--- config.mk ---
export PLATFORM = sky130hd
export DESIGN_NAME = hdmi_frame_measure
export DESIGN_NICKNAME = d
export VERILOG_FILES = /design/src/rtl/hdmi_frame_measure_pkg.sv /design/src/rtl/hdmi_frame_measure_sync_edge_detect.sv /design/src/rtl/hdmi_frame_measure.sv
export SDC_FILE = /design/constraint.sdc
export NUM_CORES = 1
export LEC_CHECK = 0
export CORE_MARGIN = 1.5
export CORE_UTILIZATION = 57
export DETAILED_ROUTE_END_ITERATION = 8
export PLACE_DENSITY = 0.87
export REMOVE_ABC_BUFFERS = 1
export SYNTH_ARGS = -nofsm -noshare
export SYNTH_HDL_FRONTEND = slang
export SYNTH_SLANG_ARGS = --single-unit
--- constraint.sdc ---
create_clock -name I_rgb_clk -period 7 [get_ports I_rgb_clk]
set_clock_uncertainty 0.1 [all_clocks]
set_input_delay 1.05 -clock I_rgb_clk [delete_from_list [all_inputs] [get_ports I_rgb_clk]]
set_output_delay 1.05 -clock I_rgb_clk [all_outputs]
set_load 0.05 [all_outputs]
--- src/rtl/hdmi_frame_measure_pkg.sv ---
// Shared video definitions: frame-lock states, counter width helper and default raster limits.
package video_pkg;

  typedef enum logic [1:0] {
    SEARCH  = 2'd0,
    MEASURE = 2'd1,
    LOCKED  = 2'd2
  } frame_state_e;

  localparam int DEF_MAX_WIDTH  = 1920;
  localparam int DEF_MAX_HEIGHT = 1080;

  // Bits needed to hold 0..max inclusive (max+1 is the overflow marker).
  function automatic int WIDTH_BITS(input int max_v);
    return $clog2(max_v + 1);
  endfunction

endpackage

--- src/rtl/hdmi_frame_measure_sync_edge_detect.sv ---
// Registers one level and flags its rising/falling transitions on the registered copy.
module sync_edge_detect (
  input  logic clk_i,
  input  logic rst_n_i,
  input  logic level_i,
  output logic level_o,
  output logic rise_o,
  output logic fall_o
);
  logic level_q, prev_q;

  always_ff @(posedge clk_i or negedge rst_n_i) begin
    if (!rst_n_i) begin
      level_q <= 1'b0;
      prev_q  <= 1'b0;
    end else begin
      level_q <= level_i;
      prev_q  <= level_q;
    end
  end

  assign level_o = level_q;
  assign rise_o  = level_q & ~prev_q;
  assign fall_o  = ~level_q & prev_q;
endmodule

--- src/rtl/hdmi_frame_measure.sv ---
// Measures active width/height per frame from DE/VS and locks onto a stable format.
// Optional VS watchdog enabled by defining HDMI_FRAME_MEASURE_TIMEOUT_EN.
module hdmi_frame_measure
  import video_pkg::*;
#(
  parameter int MAX_WIDTH      = DEF_MAX_WIDTH,
  parameter int MAX_HEIGHT     = DEF_MAX_HEIGHT,
  parameter int STABLE_FRAMES  = 2,
  parameter int VS_ACTIVE_HIGH = 1,
  parameter int TIMEOUT_CYCLES = 4000000
) (
  input  logic                            I_rgb_clk,
  input  logic                            I_rst_n,
  input  logic                            I_rgb_de,
  input  logic                            I_rgb_hs,
  input  logic                            I_rgb_vs,
  output logic [$clog2(MAX_WIDTH+1)-1:0]  O_x,
  output logic [$clog2(MAX_HEIGHT+1)-1:0] O_y,
  output logic                            O_frame_start,
  output logic [$clog2(MAX_WIDTH+1)-1:0]  O_image_width,
  output logic [$clog2(MAX_HEIGHT+1)-1:0] O_image_height,
  output logic                            O_image_valid,
  output logic                            O_frame_error
);
  localparam int XW = WIDTH_BITS(MAX_WIDTH);
  localparam int YW = WIDTH_BITS(MAX_HEIGHT);
  localparam int SW = $clog2(STABLE_FRAMES + 1);
  localparam logic [XW-1:0] X_MAX = XW'(MAX_WIDTH);
  localparam logic [XW-1:0] X_SAT = XW'(MAX_WIDTH + 1);
  localparam logic [YW-1:0] Y_MAX = YW'(MAX_HEIGHT);
  localparam logic [YW-1:0] Y_SAT = YW'(MAX_HEIGHT + 1);
  localparam logic [SW-1:0] SF    = SW'(STABLE_FRAMES);

  // HS is carried for monitoring only; measurement never depends on it.
  logic unused_hs;
  assign unused_hs = I_rgb_hs;

  logic vs_rise, vs_fall, vs_lvl_unused;
  logic de_q, de_fall, de_rise_unused;

  sync_edge_detect u_vs_edge (
    .clk_i(I_rgb_clk), .rst_n_i(I_rst_n), .level_i(I_rgb_vs),
    .level_o(vs_lvl_unused), .rise_o(vs_rise), .fall_o(vs_fall)
  );

  sync_edge_detect u_de_edge (
    .clk_i(I_rgb_clk), .rst_n_i(I_rst_n), .level_i(I_rgb_de),
    .level_o(de_q), .rise_o(de_rise_unused), .fall_o(de_fall)
  );

  logic frm_edge;
  assign frm_edge = (VS_ACTIVE_HIGH != 0) ? vs_rise : vs_fall;

  logic [XW-1:0] px_cnt_q, ref_w_q, cand_w_q, img_w_q;
  logic [YW-1:0] line_cnt_q, cand_h_q, img_h_q;
  logic [SW-1:0] stable_q;
  logic          bad_q, fs_q, err_q, valid_q;
  frame_state_e  state_q;

  logic          first_line, bad_line, bad_eff, match;
  logic [XW-1:0] w_eff;
  logic [YW-1:0] h_eff;
  logic [SW-1:0] stable_inc;

  // A line closing on the frame-edge cycle is folded in before the frame is judged.
  always_comb begin
    first_line = (line_cnt_q == '0);
    h_eff      = line_cnt_q;
    w_eff      = ref_w_q;
    bad_line   = 1'b0;
    if (de_fall) begin
      if (line_cnt_q != Y_SAT) h_eff = line_cnt_q + YW'(1);
      if (first_line) w_eff = px_cnt_q;
      else bad_line = (px_cnt_q != ref_w_q);
    end
    bad_eff    = bad_q | bad_line | (frm_edge & de_q) | (w_eff > X_MAX) |
                 (h_eff == '0) | (h_eff > Y_MAX);
    match      = (w_eff == cand_w_q) && (h_eff == cand_h_q);
    stable_inc = (stable_q >= SF) ? stable_q : stable_q + SW'(1);
  end

  always_ff @(posedge I_rgb_clk or negedge I_rst_n) begin
    if (!I_rst_n) begin
      px_cnt_q   <= '0;
      line_cnt_q <= '0;
      ref_w_q    <= '0;
      bad_q      <= 1'b0;
    end else if (frm_edge) begin
      px_cnt_q   <= '0;
      line_cnt_q <= '0;
      bad_q      <= 1'b0;
    end else if (de_fall) begin
      px_cnt_q   <= '0;
      line_cnt_q <= h_eff;
      bad_q      <= bad_q | bad_line;
      if (first_line) ref_w_q <= px_cnt_q;
    end else if (de_q && (px_cnt_q != X_SAT)) begin
      px_cnt_q   <= px_cnt_q + XW'(1);
    end
  end

  logic wd_hit;
`ifdef HDMI_FRAME_MEASURE_TIMEOUT_EN
  localparam int WW = $clog2(TIMEOUT_CYCLES + 1);
  logic [WW-1:0] wd_cnt_q;

  assign wd_hit = (state_q != SEARCH) && !frm_edge && (wd_cnt_q == WW'(TIMEOUT_CYCLES));

  always_ff @(posedge I_rgb_clk or negedge I_rst_n) begin
    if (!I_rst_n)                             wd_cnt_q <= '0;
    else if (frm_edge || state_q == SEARCH)   wd_cnt_q <= '0;
    else if (wd_cnt_q != WW'(TIMEOUT_CYCLES)) wd_cnt_q <= wd_cnt_q + WW'(1);
  end
`else
  localparam int unused_timeout = TIMEOUT_CYCLES;
  assign wd_hit = 1'b0;
`endif

  always_ff @(posedge I_rgb_clk or negedge I_rst_n) begin
    if (!I_rst_n) begin
      state_q  <= SEARCH;
      cand_w_q <= '0;
      cand_h_q <= '0;
      stable_q <= '0;
      fs_q     <= 1'b0;
      err_q    <= 1'b0;
      valid_q  <= 1'b0;
      img_w_q  <= '0;
      img_h_q  <= '0;
    end else begin
      fs_q  <= frm_edge;
      err_q <= 1'b0;
      if (wd_hit) begin
        state_q  <= SEARCH;
        valid_q  <= 1'b0;
        err_q    <= 1'b1;
        stable_q <= '0;
      end else if (frm_edge) begin
        case (state_q)
          SEARCH: state_q <= MEASURE;
          MEASURE: begin
            if (bad_eff) begin
              err_q    <= 1'b1;
              stable_q <= '0;
            end else begin
              cand_w_q <= w_eff;
              cand_h_q <= h_eff;
              stable_q <= match ? stable_inc : SW'(1);
              if ((match ? stable_inc : SW'(1)) >= SF) begin
                state_q <= LOCKED;
                valid_q <= 1'b1;
                img_w_q <= w_eff;
                img_h_q <= h_eff;
              end
            end
          end
          LOCKED: begin
            if (bad_eff || !match) begin
              state_q  <= MEASURE;
              valid_q  <= 1'b0;
              err_q    <= bad_eff;
              cand_w_q <= w_eff;
              cand_h_q <= h_eff;
              stable_q <= bad_eff ? SW'(0) : SW'(1);
            end
          end
          default: state_q <= SEARCH;
        endcase
      end
    end
  end

  assign O_x            = px_cnt_q;
  assign O_y            = line_cnt_q;
  assign O_frame_start  = fs_q;
  assign O_frame_error  = err_q;
  assign O_image_valid  = valid_q;
  assign O_image_width  = img_w_q;
  assign O_image_height = img_h_q;
endmodule

==> metrics <==
status finished clean; Residual DRC 0; setup TNS 0 ns; Clock transition at path regs 0.09 ns; HPWL Detailed 7510 um; antenna-violating nets left 0; most common cell in the netlist dfrtp_1; post-layout util 0.680; Core Region 8300 um^2; Yosys top cell area share 0.454; Hold Buf Count CTS 0; main combinational cell family by area after synthesis simple AND/OR/NAND/NOR gates; unique cell type count in the Yosys netlist 56; drt wl/cell 17.2 um; Area growth syn-to-layout 15.0%; Synth Flop Type dfrtp_1; Synth area leader dfrtp_1; top cells by count, synth dfrtp_1, nand2_1, mux2_2; worst hold path type flip-flop to flip-flop; largest net degree at the start of global routing 90; Tot GR Track Use 0.254; Crit path largest cell delay 0.71 ns; I/O pin total 52; CP Cell Sequence inv_1, ha_1, nor4bb_1, and4_1, mux2i_1, a2111oi_2, nand4_1, or4_4, or4_4, a211oi_2, mux2_1; Fmax 0.218 GHz; Reg power frac 0.441; ANT cells 0; Die W 95.8 um; Switching Share 0.348; Logic pwr share 0.292; Setup Crit Path Kind flip-flop to flip-flop; Max clock buf depth 2; initial antenna violation count 0; sw power 0.000483 W; Synth Instances 476; Synth Warn # 0; crit share post-route 0.656; VDD IR max 0.138 mV; die area 9180 um^2; post-layout min period 4.59 ns; Post-synth EDFFs 0; routability cong. 0.910; CTS tree yes; nets 528; total number of vias 3697; clock network power share 0.267; number of global-route vias before repair 3580; PD cells 246 nW/um^2; crit path DAT 4.73 ns; top post-synthesis cells by area dfrtp_1, mux2_2, xor2_1, mux2_1, xnor2_1; CTS root buf clkbuf_8; Hold WS 0.294 ns; xor/xnor share of the synthesized area 0.0963; share of layout cells above drive strength 1 0.126; Worst-Skew Late Latency 0.36 ns; Sink Count 89; most used cell along the critical path or4_4; post-synthesis simple-gate area fraction 0.155; internal power 0.000906 W; RSZ-0062 raised after global routing false; Final Hold Fails 0; Final Setup Violations 0; die height 95.8 um; synthesized cell area 4910 um^2; slew margin rel. 0.272; register area share after synthesis 0.454; cts bufs inserted 9; FP Rows 33; Initial Util 0.592; Via density 5.94; Routed WL 10700 um; Post-synth ARST share 1.00; Starting DRT DRC Count 348; Worst setup SP type flip-flop; post-synthesis mux area share 0.140; Adder-Cell Fraction of Synth Area 0.0280; Pwr Total 0.00139 W; Buffers on Ports 50; first-pass GRT wire length 17800 um; max_cap viols 0; Max Transition Viols Final 0; H-Tree Depth 3; CP endpoint kind flip-flop; Synth Area in Compound Gates 0.0790; GRT overflow 0; setup repair bufs after CTS 0; worst-path fanout max 17; syn avg cell area 10.3 um^2; Leakage Power 2.62 nW; CP required 7.14 ns; Worst-Margin Slew 1.09 ns; Yosys reg bits 89; Resized Gates After CTS 0; CP max-delay cell and4_1; DR pass1 iterations 5
per-stage QoR:
| stage | area [um^2] | worst slack (ns) | std cells |
|---|---|---|---|
| after floorplan | 4780 | 2.08 | 448 |
| after global placement | 5440 | 2.63 | 606 |
| after detailed placement | 5440 | 2.46 | 606 |
| after CTS | 5650 | 2.42 | 622 |
| after global routing | 5650 | 2.13 | 622 |
| final | 5650 | 2.41 | 622 |
layout make-up:
cell class	instances	area [um^2]
repair buffers	53	520
flip-flops and latches	89	2230
multi-input cells	330	2450
clock inverters	6	71.3
clock buffers	10	138
well taps	105	131
inverters	29	109
fillers	602	2650
cell families after synthesis:
family                     count (synthesis)
AOI/OAI and AO/OA                         59
xor gates and xnor gates                  54
adders and majority gates                 11
buffers and inverters                     57
DFF                                       89
muxes                                     62
and+or+nand+nor                          144
cell usage in the layout (no fill, tap or decap), drive strengths merged, types with 11 or more instances in the layout:
master	count
nor3	17
nor2	29
xnor2	25
mux2	53
o21ai	18
ha	11
inv	32
clkdlybuf4s50	49
a21oi	11
nand2	38
xor2	29
dfrtp	89
registers in the layout, summed over array words and instances, names as in the netlist, 2 cells and up:
register,cells
O_y,11
O_image_height,11
stable_q,2
cand_h_q,11
cand_w_q,11
ref_w_q,11
O_image_width,11
O_x,11
state_q,2
worst max-delay path: cells and delay by family, from the launching register on:
kind / cells / cell delay [ns]
mux: 2 / 0.63
compound gates: 2 / 0.73
buf+inv: 1 / 0.15
flops: 1 / 0.49
fa+ha+maj: 1 / 0.20
simple gates: 5 / 2.17
power by group through the flow:
stage | logic, W | registers (W) | clock network, W
after floorplan | 0.000241 | 0.000664 | 0
after global placement | 0.000388 | 0.000618 | 0
after detailed placement | 0.000404 | 0.000622 | 0
after CTS | 0.000406 | 0.000612 | 0.000376
after global routing | 0.000444 | 0.000620 | 0.000398
final | 0.000406 | 0.000613 | 0.000371
path summary, 6_finish.rpt:
| path | slack (ns) | to | cells past startpoint | from |
|---|---|---|---|---|
| setup / recovery | 2.41 | state_q[1] | 11 | O_y[0] |
| hold / removal | 0.29 | u_vs_edge.prev_q | 0 | u_vs_edge.level_o |
| setup reg to reg | 2.41 | state_q[1] | 11 | O_y[0] |
| hold reg to reg | 0.29 | u_vs_edge.prev_q | 0 | u_vs_edge.level_o |
| max in group asynchronous | 5.32 | O_y[10] | 1 | I_rst_n |
| min in group asynchronous | 0.79 | O_x[8] | 1 | I_rst_n |
routing by layer:
layer  routed length (um)  GRT usage  vias up
li1                     -          -     1718
met1                 4680      0.361     1820
met2                 5180      0.401      133
met3                  635     0.0300       26
met4                  222     0.0919        0
met5                    0          0        -
No activity file was read; power rests on OpenSTA's default activity.
